`src/rtl/norm_scaler.sv`:
```
// Per-frame pixel normaliser: sequential reciprocal divide, then a 2-stage
// multiply/round/saturate AXI-Stream pipeline. Define NORM_SCALER_ROUND_EN for half-up rounding.
module norm_scaler #(
    parameter int PIXEL_BIT_WIDTH = 10,
    parameter int FRAC_BITS       = 8,
    parameter int OUT_ROWS        = 10,
    parameter int OUT_COLS        = 10
) (
    input  logic                       clk,
    input  logic                       s_axis_resetn,
    input  logic                       ap_start,
    output logic                       ap_ready,
    output logic                       ap_done,
    input  logic                       cf_ap_done,
    input  logic [PIXEL_BIT_WIDTH-1:0] norm_denominator,
    input  logic                       s_axis_tvalid,
    output logic                       s_axis_tready,
    input  logic [PIXEL_BIT_WIDTH-1:0] s_axis_tdata,
    output logic                       m_axis_tvalid,
    input  logic                       m_axis_tready,
    output logic [PIXEL_BIT_WIDTH-1:0] m_axis_tdata,
    output logic                       m_axis_tlast
);

    localparam int W   = PIXEL_BIT_WIDTH;
    localparam int F   = FRAC_BITS;
    localparam int C   = W + F;
    localparam int N   = OUT_ROWS * OUT_COLS;
    localparam int P   = 2 * W + F;
    localparam int PW  = P + 1;
    localparam int CW  = $clog2(N + 1);
    localparam int DCW = $clog2(C);

    localparam logic [C-1:0]   DIVIDEND = {{W{1'b1}}, {F{1'b0}}};
    localparam logic [W-1:0]   MAXV     = '1;
    localparam logic [CW-1:0]  N_CNT    = CW'(N);
    localparam logic [CW-1:0]  N_LAST   = CW'(N - 1);
    localparam logic [DCW-1:0] DIV_LAST = DCW'(C - 1);

    typedef enum logic [2:0] {
        S_IDLE,
        S_DIV,
        S_WAIT_CF,
        S_STREAM,
        S_DONE
    } state_t;

    state_t state, state_nxt;

    logic [W-1:0]   den_q;
    logic [C-1:0]   dvd;
    logic [W-1:0]   rem;
    logic [C-1:0]   coef;
    logic [DCW-1:0] div_cnt;
    logic [W:0]     trial;
    logic           trial_ge;

    logic           cf_flag;
    logic [CW-1:0]  in_cnt;
    logic [CW-1:0]  out_cnt;

    logic           v1, v2;
    logic [P-1:0]   p1;
    logic [W-1:0]   out_data;
    logic           out_last;
    logic [P:0]     p_adj;
    logic [P:0]     p_shift;
    logic [W-1:0]   sat;

    logic start_acc, en, in_hs, out_hs;

    assign start_acc = (state == S_IDLE) && ap_start;
    assign en        = !v2 || m_axis_tready;
    assign in_hs     = s_axis_tvalid && s_axis_tready;
    assign out_hs    = v2 && m_axis_tready;
    assign trial     = {rem, dvd[C-1]};
    assign trial_ge  = trial >= {1'b0, den_q};

    always_comb begin
        state_nxt     = state;
        ap_ready      = 1'b0;
        ap_done       = 1'b0;
        s_axis_tready = 1'b0;
        unique case (state)
            S_IDLE: begin
                ap_ready = 1'b1;
                if (ap_start) state_nxt = S_DIV;
            end
            S_DIV: begin
                if (div_cnt == DIV_LAST) state_nxt = S_WAIT_CF;
            end
            S_WAIT_CF: begin
                if (cf_flag) state_nxt = S_STREAM;
            end
            S_STREAM: begin
                s_axis_tready = (in_cnt < N_CNT) && en;
                if (out_hs && out_last) state_nxt = S_DONE;
            end
            S_DONE: begin
                ap_done   = 1'b1;
                state_nxt = S_IDLE;
            end
            default: state_nxt = S_IDLE;
        endcase
    end

    always_ff @(posedge clk or negedge s_axis_resetn) begin
        if (!s_axis_resetn) state <= S_IDLE;
        else                state <= state_nxt;
    end

    // Restoring divider; a zero denominator keeps the all-ones preset but still burns C cycles.
    always_ff @(posedge clk or negedge s_axis_resetn) begin
        if (!s_axis_resetn) begin
            den_q   <= '0;
            dvd     <= '0;
            rem     <= '0;
            coef    <= '0;
            div_cnt <= '0;
        end else if (start_acc) begin
            den_q   <= norm_denominator;
            dvd     <= DIVIDEND;
            rem     <= '0;
            coef    <= (norm_denominator == '0) ? '1 : '0;
            div_cnt <= '0;
        end else if (state == S_DIV) begin
            div_cnt <= div_cnt + DCW'(1);
            if (den_q != '0) begin
                dvd <= dvd << 1;
                if (trial_ge) begin
                    rem  <= trial[W-1:0] - den_q;
                    coef <= {coef[C-2:0], 1'b1};
                end else begin
                    rem  <= trial[W-1:0];
                    coef <= {coef[C-2:0], 1'b0};
                end
            end
        end
    end

    always_ff @(posedge clk or negedge s_axis_resetn) begin
        if (!s_axis_resetn) begin
            cf_flag <= 1'b0;
            in_cnt  <= '0;
            out_cnt <= '0;
        end else if (start_acc) begin
            cf_flag <= 1'b0;
            in_cnt  <= '0;
            out_cnt <= '0;
        end else begin
            if (state != S_IDLE && cf_ap_done) cf_flag <= 1'b1;
            if (in_hs) in_cnt <= in_cnt + CW'(1);
            if (v1 && en) out_cnt <= out_cnt + CW'(1);
        end
    end

`ifdef NORM_SCALER_ROUND_EN
    localparam logic [P:0] RND = PW'(1) << (F - 1);
    assign p_adj = {1'b0, p1} + RND;
`else
    assign p_adj = {1'b0, p1};
`endif
    assign p_shift = p_adj >> F;
    assign sat     = (p_shift > PW'(MAXV)) ? MAXV : p_shift[W-1:0];

    // Both stages advance on the same enable so backpressure freezes the whole pipe.
    always_ff @(posedge clk or negedge s_axis_resetn) begin
        if (!s_axis_resetn) begin
            v1       <= 1'b0;
            p1       <= '0;
            v2       <= 1'b0;
            out_data <= '0;
            out_last <= 1'b0;
        end else if (en) begin
            v1 <= in_hs;
            if (in_hs) p1 <= P'(s_axis_tdata) * P'(coef);
            v2 <= v1;
            if (v1) begin
                out_data <= sat;
                out_last <= (out_cnt == N_LAST);
            end
        end
    end

    assign m_axis_tvalid = v2;
    assign m_axis_tdata  = out_data;
    assign m_axis_tlast  = out_last;

endmodule

```
`config.mk`:
```
export PLATFORM = sky130hd
export DESIGN_NAME = norm_scaler
export DESIGN_NICKNAME = d
export VERILOG_FILES = /design/src/rtl/norm_scaler.sv
export SDC_FILE = /design/constraint.sdc
export NUM_CORES = 1
export LEC_CHECK = 0
export ABC_CLOCK_PERIOD_IN_PS = 5400
export CAP_MARGIN = 20
export CORE_MARGIN = 2
export CORE_UTILIZATION = 57
export DETAILED_ROUTE_END_ITERATION = 7
export PLACE_DENSITY = 0.77
export RECOVER_POWER = 100
export SLEW_MARGIN = 15
export SYNTH_ARGS = -nofsm -noshare
export SYNTH_HDL_FRONTEND = slang
export SYNTH_SLANG_ARGS = --single-unit
export TNS_END_PERCENT = 10
```
`constraint.sdc`:
```
create_clock -name clk -period 5.4 [get_ports clk]
set_clock_uncertainty 0.1 [all_clocks]
set_input_delay 0.54 -clock clk [delete_from_list [all_inputs] [get_ports clk]]
set_output_delay 0.54 -clock clk [all_outputs]
set_load 0.005 [all_outputs]
```
== After elaboration in Yosys (flattened, before gate mapping) ==
Cells that the tools add are included.
Word-level totals
  word-level logic and storage cells: 83
  RAM bits: 0
  memories kept: 0
  input port bits: 26
  output and inout bits: 15
  bits in read-only memories: 0
  flip-flop bits (word level): 120
  latch bits: 0
Cells by class
  magnitude comparators: 3
  shift-type cells: 0
  reduce and logical (&&, ||, !) cells: 22
  bitwise operators: 0
  mux-type cells: 29
  $add $sub $neg: 4
  multiply operators: 1
  equal/unequal tests: 10
  div/mod/pow operators: 0
Operators by type and width (count)
  $mux W18: 7
  $mux W10: 5
  $mul A10 B18 Y28: 1
  $mux W7: 4
  $gt A20 B10 Y1 const B: 1
  $add A7 B1 Y7 const B: 2
  $mux W3: 4
  $pmux W3 S4: 1
  $ge A11 B10 Y1: 1
  $logic_not A10 Y1: 1
  $mux W5: 2
  $reduce_bool A10 Y1: 1
  $reduce_bool A2 Y1: 5
  $sub A10 B10 Y10: 1
  $ne A2 B2 Y1 const B: 4
  $eq A7 B7 Y1 const B: 1
  $logic_and A1 B1 Y1: 7
  $lt A7 B7 Y1 const B: 1
  $eq A3 B2 Y1 const B: 2
  $mux W1: 6
  $reduce_and A2 Y1: 3
  $add A5 B1 Y5 const B: 1
  $eq A5 B5 Y1 const B: 1
  $reduce_and A4 Y1: 1
  6 further kinds: 6

== Logic depth before layout (Yosys ltp) ==
Gate-level depths: netlist of run 1.
  depth in word-level cells: 7
  gate-level depth with buffers: 21
  depth with buffers taken out: 19

== Worst setup path after synthesis of run 1 ==
No wires, ideal clock.
  path kind: input -> register
  start point: input s_axis_tdata[3]
  end point: register p1[20]
  setup slack: -0.306 ns
  required time: 5.233 ns
  arrival time: 5.539 ns
  stages: 21
  path buffers: 2
  setup time: 0.067 ns
  cells stage by stage: clkbuf_1 clkbuf_1 nand2_1 fa_1 inv_1 fa_1 inv_1 fa_1 inv_1 fa_1 inv_1 fa_1 inv_1 ha_1 a2111oi_2 o2bb2ai_1 a211oi_2 a22oi_2 a21oi_1 o41ai_1 a41o_1
On the way
  longest elaborated chain between the ends: 1
Ends and longest elaborated chain
  start: declaration: line 18  | input logic [PIXEL_BIT_WIDTH-1:0] s_axis_tdata,
  $mul A10 B18 Y28: line 176  | if (in_hs) p1 <= P'(s_axis_tdata) * P'(coef);
  end signal: assignment: line 176
  end: declaration: line 63  | logic [P-1:0] p1;
Every way passes these cells.
A chain may end at the register's enable or synchronous reset.

== Worst setup path after layout of run 1 ==
  start point: input s_axis_tdata[6]
  end point: register p1[25]
The elaborated chain is that of the path after synthesis.

==> results.md, run 1 <==
- CTS buffer count: 9
- Post-layout nets: around 1.5k
- CTS tree: built
- Routed vias: around 8.3k
- CTS Buffer Depth: 2
- Antenna Nets Post-Route: 0
- Die Area: 0.0194 sq mm
- Most frequent cells in the layout: nand2_1, inv_1, fa_1
- Post-Place Cell Area: about 0.012 sq mm
- Worst relative slew slack: -0.924
- Slowest CP cell: fa_1
- Design area: 0.0121 sq mm
- Post-synthesis cell type count: 66
- Reg2reg path depth: 16
- Max incr delay on CP: 0.56 ns
- Worst Min Path Start: dvd[10]
- Finished Core Util: 0.675
- Fill count: around 1.4k
- Clock power frac: 0.084
- P&R area growth vs syn: 15.9%
- Routed vias/inst: ~5.7
- Sequential-to-total area share from yosys stat: 0.249
- Global-route wire length before repair: slightly above 40 mm
- Critical Path RT: 5.55 ns
- Num rows: just under 50
- Final setup viols: 0
- WS Path Type: in2reg
- Hold worst-path end: dvd[11]
- Antenna violations before repair: 0
- R2r endpoint: p1[22]
- FF-to-FF Start: coef[6]
- Syn Inst Count: about 1.1k
- Drt wl/cell: about 17 um
- Asr flop ratio synth: 1.00
- Fin crit share: 0.968
- Die H: roughly 140 um
- Hold Crit Class: reg2reg
- Drt first-iter violations: 525
- Outcome: finished with violations
- Worst-path clk slew: approximately 0.090 ns
- Starting Density: 0.582
- Net Count, Synth: between 1k and 1.5k
- Root Driver: clkbuf_16
- R2R setup slack: around 0.18 ns
- Hold path cells: 2
- Sequential power share: 0.166
- Ant. Diodes: 0
- DRC: 0
- Final RePlAce weighted congestion: just over 0.9
- Max-slew violations: 150
- Skew-Pair Late Insertion Delay: 0.37 ns
- Leak Pwr: roughly 6.0 nW
- Combinational fraction of design power: 0.750
- P per Cell Area: slightly below 700 mW/mm^2
- Most common cell on crit path: fa_1
- Synth Flop Type: dfrtp_1
- Least-Margin Pin Slew: roughly 2.8 ns
- Number of global-route vias before repair: ~8.7k
- F_max: around 190 MHz
- Cell breakdown of the critical path: dlygate4sd2_1 -> buf_12 -> buf_4 -> and2_1 -> fa_1 -> inv_1 -> fa_1 -> fa_1 -> inv_1 -> fa_1 -> ha_1 -> ha_1 -> a21o_1 -> a21oi_2 -> o21ai_0 -> a31o_2 -> a41oi_2 -> mux2i_1 -> o22ai_1
- Post-synth EDFFs: 0
- GRT overflow: 0
- Final count of hold timing violations: 0
- Worst vdd ir: about 0.6 mV
- Psw: ~0.004 W
- Post-DP HPWL: between 15 and 20 mm
- H-tree levels: 3
- P_int: ~0.0044 W
- CP Max Fanout: 13
- Switching Fraction: 0.477
- Crit end category: flip-flop
- FF+latch count, synth: around 100
- Failing checks: capacitance limit, slew limit
- First-pass DRT Iterations: 5
- Startpoint Class: input port
- Pin count of the biggest net entering global routing: 61
- Leading cell type in the layout, fill and taps excluded: nand2_1
- I/O pin count: about 40
- # clock sinks: approximately 100
- Layout cells sized above 1: 0.134
- Max Cap Viol: 4
- Data arrival, critical path: ~5.4 ns
- Chip width: ~140 um
- Post-synthesis area per instance: approximately 9.1 sq um
- Tmin final: around 5.2 ns
- Tot GR Track Use: 0.263
- Synth warn: 0
- Mapped cell area: 0.0105 sq mm
- PortBufs: 40
- Post-Route WL: between 20 and 25 mm
- Core box area: 0.0180 sq mm
[repair_timing]
action,CTS,global route
setup buffers,2,6
pin swaps,5,11
setup endpoints to repair,13,15
hold buffers,0,0
resized for setup,19,42
cloned,3,1
[cell usage after synthesis, drive strengths merged (2+ instances only)]
cell / n / area share
o21a: 9 / 0.0065
ha: 75 / 0.090
o211ai: 2 / 0.0014
nor4: 9 / 0.0054
nor2b: 5 / 0.0030
nor2: 45 / 0.016
and2: 97 / 0.058
nand2b: 7 / 0.0042
nor3: 8 / 0.0048
xnor2: 17 / 0.014
o41ai: 4 / 0.0059
buf: 14 / 0.0069
o22a: 11 / 0.0092
a211oi: 5 / 0.0041
xor2: 16 / 0.013
and4: 4 / 0.0036
a41oi: 2 / 0.0031
mux2: 2 / 0.0022
o21bai: 3 / 0.0022
fa: 126 / 0.24
nand3: 54 / 0.026
a31oi: 4 / 0.0024
o21ai: 55 / 0.027
and3: 2 / 0.0012
a21oi: 36 / 0.017
a21boi: 4 / 0.0032
a21o: 9 / 0.0065
mux2i: 7 / 0.0067
nor3b: 3 / 0.0022
nand4: 18 / 0.011
inv: 131 / 0.047
a31o: 3 / 0.0025
clkbuf: 49 / 0.018
dfrtp: 104 / 0.25
or3: 6 / 0.0036
o22ai: 2 / 0.0012
o31ai: 4 / 0.0034
nand2: 177 / 0.064
[through the flow]
| step | setup TNS [ns] | instances | power, W | worst slack (ns) | hold WS (ns) |
|---|---|---|---|---|---|
| floorplan | 0 | 1144 | 0.00536 | 0.0484 | 0.144 |
| global placement | -6.38 | 1436 | 0.00717 | -0.506 | 0.340 |
| detailed placement | -8.36 | 1436 | 0.00733 | -0.609 | 0.349 |
| CTS | 0 | 1457 | 0.00814 | 0.00406 | 0.0793 |
| global route | -0.0342 | 1465 | 0.00921 | -0.0170 | 0.401 |
| finish | 0 | 1465 | 0.00837 | 0.170 | 0.366 |
[worst max-delay path by stage]
stage,startpoint,end,slack [ns],cells after the start
2_1_floorplan,s_axis_tdata[3],p1[26],0.05,21
3_3_place_gp,s_axis_tdata[3],p1[21],-0.51,19
3_5_place_dp,s_axis_tdata[8],p1[21],-0.61,17
4_1_cts,s_axis_tdata[4],p1[25],0.004,18
5_1_grt,s_axis_tdata[6],p1[25],-0.02,19
6_report,s_axis_tdata[6],p1[25],0.17,19
[power by group through the flow]
stage	clock network [W]	logic [W]	registers, W
after floorplan	0	0.00412	0.00124
after global placement	0	0.00579	0.00138
after detailed placement	0	0.00594	0.00139
after CTS	0.000721	0.00604	0.00138
after global routing	0.000751	0.00703	0.00143
final	0.000704	0.00628	0.00139
[cell families (layout without fill, tap and decap cells)]
group / after synthesis / count (layout) / synth area share
AO/OA/AOI/OAI: 162 / 162 / 0.105
XOR/XNOR: 33 / 33 / 0.0276
adder cells (fa/ha/maj): 201 / 201 / 0.331
buffers and inverters: 194 / 286 / 0.0716
flip-flops: 104 / 104 / 0.249
multiplexers: 9 / 9 / 0.00885
AND/OR/NAND/NOR: 441 / 441 / 0.207
[worst max-delay path, delay by kind of cell]
kind,cells,cell delay [ns]
fa+ha+maj,6,2.73
compound gates,6,1.07
buf+inv,5,0.68
mux,1,0.21
simple gates,1,0.15
[registers in the layout, indices dropped and copies added, names as in the netlist, 3 cells and up]
register,count
p1,20
coef,18
den_q,10
dvd,10
m_axis_tdata,10
rem,10
in_cnt,7
out_cnt,7
div_cnt,5
state,3
[layout make-up]
cell class,instances,area [sq um],share of cell area
multi-input combinational,846,7220,0.596
tap,229,287,0.0236
clock inverter,7,100,0.00826
sequential,104,2620,0.216
clock buffer,9,225,0.0186
inverter,131,492,0.0406
timing repair buffer,139,1180,0.0973
[per-layer routing]
metal,vias to the layer above,global-route usage,share of wire,wire (um)
li1,3908,-,-,-
met1,4131,0.336,0.40,9830
met2,220,0.461,0.52,12700
met3,62,0.0358,0.047,1130
met4,0,0.0941,0.030,733
met5,-,0,0,0
Power figures use the tool's default switching activity.
==> inputs of run 2 (changes only) <==
--- a/config.mk
+++ b/config.mk
@@ -5,12 +5,12 @@
 export SDC_FILE = /design/constraint.sdc
 export NUM_CORES = 1
 export LEC_CHECK = 0
-export ABC_CLOCK_PERIOD_IN_PS = 5400
+export ABC_CLOCK_PERIOD_IN_PS = 5570
 export CAP_MARGIN = 20
 export CORE_MARGIN = 2
-export CORE_UTILIZATION = 57
+export CORE_UTILIZATION = 63
 export DETAILED_ROUTE_END_ITERATION = 7
-export PLACE_DENSITY = 0.77
+export PLACE_DENSITY = 0.8
 export RECOVER_POWER = 100
 export SLEW_MARGIN = 15
 export SYNTH_ARGS = -nofsm -noshare
==> constraint.sdc (replaced) <==
create_clock -name clk -period 5.57 [get_ports clk]
set_clock_uncertainty 0.1 [all_clocks]
set_input_delay 0.557 -clock clk [delete_from_list [all_inputs] [get_ports clk]]
set_output_delay 0.557 -clock clk [all_outputs]
set_load 0.02 [all_outputs]
==> results.md, run 2 (synthesis gave the netlist of run 1 again) <==
- Outcome: finished with violations (unchanged)
- Failing checks: capacitance limit, slew limit (unchanged)
- Clock power frac: 0.080 (was 0.084)
- DRC: 0 (unchanged)
- Met2 wire len: 12.6 mm (was 12.7 mm)
- Reg2reg path depth: 19 (was 16)
- Slowest CP cell: fa_1 (unchanged)
- Design area: 0.0119 sq mm (was 0.0121 sq mm)
- Crit path from: s_axis_tdata[8] (was s_axis_tdata[6])
- Routed vias/inst: 5.73 (was 5.68)
- Worst relative slew slack: -0.832 (was -0.924)
- # clock sinks: 104 (unchanged)
- Sequential power share: 0.173 (was 0.166)
- Drt wl/cell: 16.2 um (was 16.6 um)
- Largest register FFs: 20 (unchanged)
- Critical Path RT: 5.76 ns (was 5.55 ns)
- Post-Place Cell Area: 0.0115 sq mm (was 0.0116 sq mm)
- Die Area: 0.0176 sq mm (was 0.0194 sq mm)
- Max-slew violations: 114 (was 150)
- Fill count: 1192 (was 1391)
- Fin crit share: 0.972
- Post-layout nets: 1444 (was 1458)
- Metal3 WL: 714 um (was 1.13 mm)
- Leak Pwr: 5.90 nW (was 5.97 nW)
- Most frequent cells in the layout: nand2_1, inv_1, fa_1 (unchanged)
- Chip width: 133 um (was 139 um)
- Pin count of the biggest net entering global routing: 59 (was 61)
- Startpoint Class: input port (unchanged)
- P per Cell Area: 653 mW/mm^2 (was 691 mW/mm^2)
- Combinational fraction of design power: 0.747 (was 0.750)
- Hold Crit Class: reg2reg (unchanged)
- Post-DP HPWL: 17.9 mm (was 18.0 mm)
- Num rows: 47 (was 49)
- First-pass DRT Iterations: 5 (unchanged)
- Drt first-iter violations: 456 (was 525)
- Number of global-route vias before repair: 8414 (was 8654)
- Setup crit end: p1[26] (was p1[25])
- P_int: 0.00405 W (was 0.00438 W)
- Data arrival, critical path: 5.61 ns (was 5.38 ns)
- WS Path Type: in2reg (unchanged)
- R2r endpoint: p1[26] (was p1[22])
- FF-to-FF Start: coef[7] (was coef[6])
- Antenna Nets Post-Route: 0 (unchanged)
- Unrepaired setup endpoints after global routing: true
- P&R area growth vs syn: 13.6% (was 15.9%)
- Placed cells: 1423 (was 1436)
- Final setup viols: 0 (unchanged)
- Most common cell on crit path: fa_1 (unchanged)
- Die H: 133 um (was 139 um)
- Tmin final: between 5 and 6 ns
- Most flop-heavy register: p1 (unchanged)
- CP Max Fanout: 11 (was 13)
- Root Driver: clkbuf_16 (unchanged)
- Max Cap Viol: 3 (was 4)
- Least-Margin Pin Slew: 2.71 ns (was 2.85 ns)
- Worst vdd ir: 0.516 mV (was 0.608 mV)
- Top sig layer: met4 (unchanged)
- Top flop regs: p1: 20 flops, coef: 18 flops (unchanged)
- Final count of hold timing violations: 0 (unchanged)
- Final RePlAce weighted congestion: 0.850 (was 0.907)
- Skew-Pair Late Insertion Delay: 0.36 ns (was 0.37 ns)
- Post-Route WL: 23.4 mm (was 24.4 mm)
- GRT overflow: 0 (unchanged)
- Global-route wire length before repair: 40.2 mm (was 41.6 mm)
- R2R setup slack: 0.24 ns (was 0.18 ns)
- Cell breakdown of the critical path: clkdlybuf4s50_1 -> buf_6 -> and2_1 -> fa_1 -> fa_1 -> fa_1 -> fa_1 -> inv_1 -> fa_1 -> inv_1 -> ha_1 -> nand3_1 -> a211oi_2 -> a22oi_2 -> a31o_1 -> or4_1 -> nand3_1 (was dlygate4sd2_1 -> buf_12 -> buf_4 -> and2_1 -> fa_1 -> inv_1 -> fa_1 -> fa_1 -> inv_1 -> fa_1 -> ha_1 -> ha_1 -> a21o_1 -> a21oi_2 -> o21ai_0 -> a31o_2 -> a41oi_2 -> mux2i_1 -> o22ai_1)
- Switching Fraction: 0.478 (was 0.477)
- Max incr delay on CP: 0.60 ns (was 0.56 ns)
- Antenna violations before repair: 0 (unchanged)
- Leading cell type in the layout, fill and taps excluded: nand2_1 (unchanged)
- Ant. Diodes: 0 (unchanged)
- PortBufs: 40 (unchanged)
- Core box area: 0.0164 sq mm (was 0.0180 sq mm)
- CTS tree: built (unchanged)
- Met1 Wirelength: 9.49 mm (was 9.83 mm)
- Starting Density: 0.637 (was 0.582)
- CTS buffer count: 9 (unchanged)
- Tot GR Track Use: 0.282 (was 0.263)
- Routed vias: 8259 (was 8321)
- CTS Buffer Depth: 2 (unchanged)
- Layout Cells excl Fill: 1442 (was 1465)
- Layout cells sized above 1: 0.106 (was 0.134)
- Crit end category: flip-flop (unchanged)
- Psw: 0.00371 W (was 0.00399 W)
- Worst-path clk slew: 0.07 ns (was 0.09 ns)
- H-tree levels: 3 (unchanged)
- I/O pin count: 41 (unchanged)
- F_max: approximately 180 MHz
==> run 2: cell types whose count changed in the layout (fill, tap and decap cells not counted), moves of 4 or more <==
cell | previous run | this run
buf_4 | 82 | 76
dfrtp_1 | 92 | 103
ha_4 | 5 | 1
dlymetal6s2s_1 | 1 | 5
clkbuf_2 | 6 | 1
dfrtp_2 | 12 | 1
==> run 2: cell type report <==
cell class | count | area [sq um] | area share
clock buffer | 10 | 239 | 0.0201
clock inverter | 6 | 52.6 | 0.00442
inverter | 131 | 492 | 0.0414
sequential | 104 | 2600 | 0.219
multi-input combinational | 846 | 7160 | 0.603
tap | 220 | 275 | 0.0232
timing repair buffer | 125 | 1060 | 0.0889
==> run 2: power by group through the flow <==
stage               clock [W]  combinational (W)  sequential [W]
floorplan                   0            0.00396         0.00121
global placement            0            0.00546         0.00134
detailed placement          0            0.00567         0.00135
CTS                  0.000632            0.00578         0.00134
global route         0.000664            0.00656         0.00139
finish               0.000622            0.00579         0.00135
==> run 2: how the worst min path moves through the flow <==
stage / from / end / slack [ns] / cells after the start
after floorplan: s_axis_resetn / cf_flag / 0.16 / 0
after global placement: dvd[11] / dvd[12] / 0.34 / 2
after detailed placement: dvd[11] / dvd[12] / 0.35 / 2
after CTS: s_axis_resetn / m_axis_tlast / 0.11 / 1
after global routing: dvd[10] / dvd[11] / 0.39 / 2
final: dvd[10] / dvd[11] / 0.36 / 2
==> run 2: metrics by stage <==
| step | hold WS [ns] | setup slack [ns] | util | setup TNS [ns] | power (W) |
|---|---|---|---|---|---|
| after global routing | 0.395 | -0.0451 | 0.724 | -0.109 | 0.00861 |
| after detailed placement | 0.348 | -0.440 | 0.701 | -4.91 | 0.00702 |
| final | 0.364 | 0.154 | 0.724 | 0 | 0.00776 |
| after global placement | 0.344 | -0.381 | 0.701 | -3.62 | 0.00680 |
| after floorplan | 0.161 | -0.0478 | - | -0.0478 | 0.00516 |
| after CTS | 0.114 | -0.0111 | 0.720 | -0.0111 | 0.00775 |
==> run 2: routing by layer <==
layer / track usage / vias up
met3: 0.0395 / 50
met5: 0 / -
li1: - / 3870
met2: 0.505 / 171
met4: 0.0908 / 0
met1: 0.353 / 4168
==> run 2: critical path, delay by kind of cell <==
kind	cells	cell delay (ns)
buffers and inverters	4	0.71
and+or+nand+nor	4	0.80
AOI/OAI and AO/OA	3	0.62
adders and majority gates	6	2.91
==> run 2: repair_timing <==
item                       4_1_cts  5_1_grt
setup endpoints to repair        4       15
hold buffers                     0        0
pin swaps                        1       13
setup buffers                    0        3
gates resized for setup          3       28
==> inputs of run 3 (changes only) <==
--- a/config.mk
+++ b/config.mk
@@ -7,6 +7,7 @@
 export LEC_CHECK = 0
 export ABC_CLOCK_PERIOD_IN_PS = 5570
 export CAP_MARGIN = 20
+export CORE_ASPECT_RATIO = 0.6
 export CORE_MARGIN = 2
 export CORE_UTILIZATION = 63
 export DETAILED_ROUTE_END_ITERATION = 7
@@ -16,4 +17,3 @@
 export SYNTH_ARGS = -nofsm -noshare
 export SYNTH_HDL_FRONTEND = slang
 export SYNTH_SLANG_ARGS = --single-unit
-export TNS_END_PERCENT = 10
==> results.md, run 3 (synthesis gave the netlist of run 1 again) <==
- Tot GR Track Use: 0.311 (was 0.282)
- Max-slew violations: 169 (was 114)
- Leading cell type in the layout, fill and taps excluded: nand2_1 (unchanged)
- Starting Density: 0.645 (was 0.637)
- Routed vias: 8641 (was 8259)
- Number of global-route vias before repair: 8516 (was 8414)
- Max incr delay on CP: 0.56 ns (was 0.60 ns)
- Critical Path RT: 5.71 ns (was 5.76 ns)
- WS Path Type: reg2reg (was in2reg)
- Least-Margin Pin Slew: 3.39 ns (was 2.71 ns)
- Largest register FFs: 20 (unchanged)
- Die H: 104 um (was 133 um)
- Data arrival, critical path: 5.52 ns (was 5.61 ns)
- Tmin final: 5.38 ns (was 5.42 ns)
- I/O pin count: 41 (unchanged)
- Final count of hold timing violations: 0 (unchanged)
- GRT overflow: 0 (unchanged)
- Num rows: 36 (was 47)
- Antenna Nets Post-Route: 0 (unchanged)
- Fin crit share: 0.966 (was 0.972)
- H-tree levels: 3 (unchanged)
- Hold Crit Class: reg2reg (unchanged)
- P per Cell Area: 668 mW/mm^2 (was 653 mW/mm^2)
- Cell breakdown of the critical path: buf_4 -> nand2_1 -> fa_1 -> inv_1 -> fa_1 -> fa_1 -> fa_1 -> inv_1 -> fa_1 -> inv_1 -> ha_1 -> buf_4 -> nand4_1 -> o31ai_2 -> clkbuf_1 -> nor3_2 -> xnor2_1 -> mux2_2 (was clkdlybuf4s50_1 -> buf_6 -> and2_1 -> fa_1 -> fa_1 -> fa_1 -> fa_1 -> inv_1 -> fa_1 -> inv_1 -> ha_1 -> nand3_1 -> a211oi_2 -> a22oi_2 -> a31o_1 -> or4_1 -> nand3_1)
- Antenna violations before repair: 1 (was 0)
- Worst vdd ir: 0.631 mV (was 0.516 mV)
- Final setup viols: 0 (unchanged)
- Root Driver: clkbuf_16 (unchanged)
- Placed cells: 1420 (was 1423)
- Startpoint Class: flip-flop (was input port)
- DRC: 0 (unchanged)
- Max Cap Viol: 4 (was 3)
- Finished Core Util: 0.745 (was 0.724)
- Post-Route WL: 27.4 mm (was 23.4 mm)
- Post-layout nets: 1464 (was 1444)
- Routed vias/inst: 5.95 (was 5.73)
- Most flop-heavy register: p1 (unchanged)
- Die Area: 0.0177 sq mm (was 0.0176 sq mm)
- Top flop regs: p1: 20 flops, coef: 18 flops (unchanged)
- Outcome: finished with violations (unchanged)
- CTS Buffer Depth: 2 (unchanged)
- Skew-Pair Late Insertion Delay: 0.36 ns (about the same)
- Failing checks: capacitance limit, slew limit (unchanged)
- Place WS: -0.380 ns (was -0.440 ns)
- Final RePlAce weighted congestion: 0.918 (was 0.850)
- CTS buffer count: 9 (unchanged)
- First-pass DRT Iterations: 5 (unchanged)
- Leak Pwr: 6.04 nW (was 5.90 nW)
- # clock sinks: 104 (unchanged)
- Worst-path clk slew: 0.08 ns (was 0.07 ns)
- Post-DP HPWL: 19.4 mm (was 17.9 mm)
- CP Max Fanout: 7 (was 11)
- PortBufs: 40 (unchanged)
- Layout Cells excl Fill: 1452 (was 1442)
- P&R area growth vs syn: 15.6% (was 13.6%)
- Most frequent cells in the layout: nand2_1, inv_1, fa_1 (unchanged)
- F_max: 186 MHz (was 185 MHz)
- PnR worst setup slack: 0.188 ns (was 0.154 ns)
- Core box area: 0.0162 sq mm (was 0.0164 sq mm)
- CTS tree: built (unchanged)
- Global-route wire length before repair: 43.1 mm (was 40.2 mm)
- Drt first-iter violations: 963 (was 456)
- Pin count of the biggest net entering global routing: 61 (was 59)
- Slowest CP cell: fa_1 (unchanged)
- Chip width: 170 um (was 133 um)
- Buf/Inv on CP: 6 (was 4)
- Most common cell on crit path: fa_1 (unchanged)
- Unrepaired setup endpoints after global routing: false (was true)
- Layout cells sized above 1: 0.121 (was 0.106)
- Drt wl/cell: 18.9 um (was 16.2 um)
- Crit end category: flip-flop (unchanged)
- Worst relative slew slack: -1.26 (was -0.832)
- Delay-heaviest family, CP: adder cells (unchanged)
## run 3: metal layers
layer,up-vias,track usage,share of wire
li1,3919,-,-
met1,4263,0.487,0.45
met2,416,0.452,0.43
met3,43,0.0630,0.11
met4,0,0.0562,0.013
met5,-,0,0
## run 3: repair_timing
action	4_1_cts	5_1_grt
setup buffers	0	5
endpoints found under the hold margin	0	0
resized for setup	3	40
hold buffers	0	0
gates cloned	0	9
setup endpoints to repair	2	17
pin swaps	3	13
## run 3: final cells by class
class | count | area (sq um)
fillers | 1146 | 4130
multi-input cells | 846 | 7190
diodes | 1 | 2.50
repair buffers | 145 | 1220
inverters | 131 | 492
well taps | 209 | 262
clock buffers | 9 | 225
flip-flops and latches | 104 | 2600
clock inverters | 7 | 91.3
## run 3: worst reg2reg max path, stage by stage, from the launching register on
cell and delay (ns):
dfrtp_1 0.51, buf_4 0.22, nand2_1 0.09, fa_1 0.54, inv_1 0.06, fa_1 0.52
fa_1 0.44, fa_1 0.56, inv_1 0.06, fa_1 0.53, inv_1 0.04, ha_1 0.30
buf_4 0.14, nand4_1 0.24, o31ai_2 0.27, clkbuf_1 0.19, nor3_2 0.06, xnor2_1 0.13
mux2_2 0.26
## run 3: path summary, 6_finish.rpt
path	start	end	slack, ns	depth (start not counted)
setup / recovery	coef[7]	p1[23]	0.19	18
hold / removal	dvd[9]	dvd[10]	0.37	2
setup reg to reg	coef[7]	p1[23]	0.19	18
hold reg to reg	dvd[9]	dvd[10]	0.37	2
max in group asynchronous	s_axis_resetn	p1[15]	1.69	2
min in group asynchronous	s_axis_resetn	coef[16]	1.23	1
## run 3: stage by stage
stage                     instance area (sq um)  hold WS, ns  total power [W]  setup TNS (ns)
after floorplan                           10500        0.161          0.00516               0
after global placement                    11600        0.343          0.00680           -2.83
after detailed placement                  11600        0.346          0.00703           -4.37
after CTS                                 11900        0.215          0.00779        -0.00126
after global routing                      12100        0.400          0.00882               0
final                                     12100        0.367          0.00807               0
## run 3: where the power goes
| group | leakage, nW | internal [W] | switching (W) | total [W] |
|---|---|---|---|---|
| clock | 0.152 | 0.000327 | 0.000344 | 0.000671 |
| sequential | 1.26 | 0.00104 | 0.000292 | 0.00134 |
| combinational | 4.63 | 0.00275 | 0.00332 | 0.00607 |
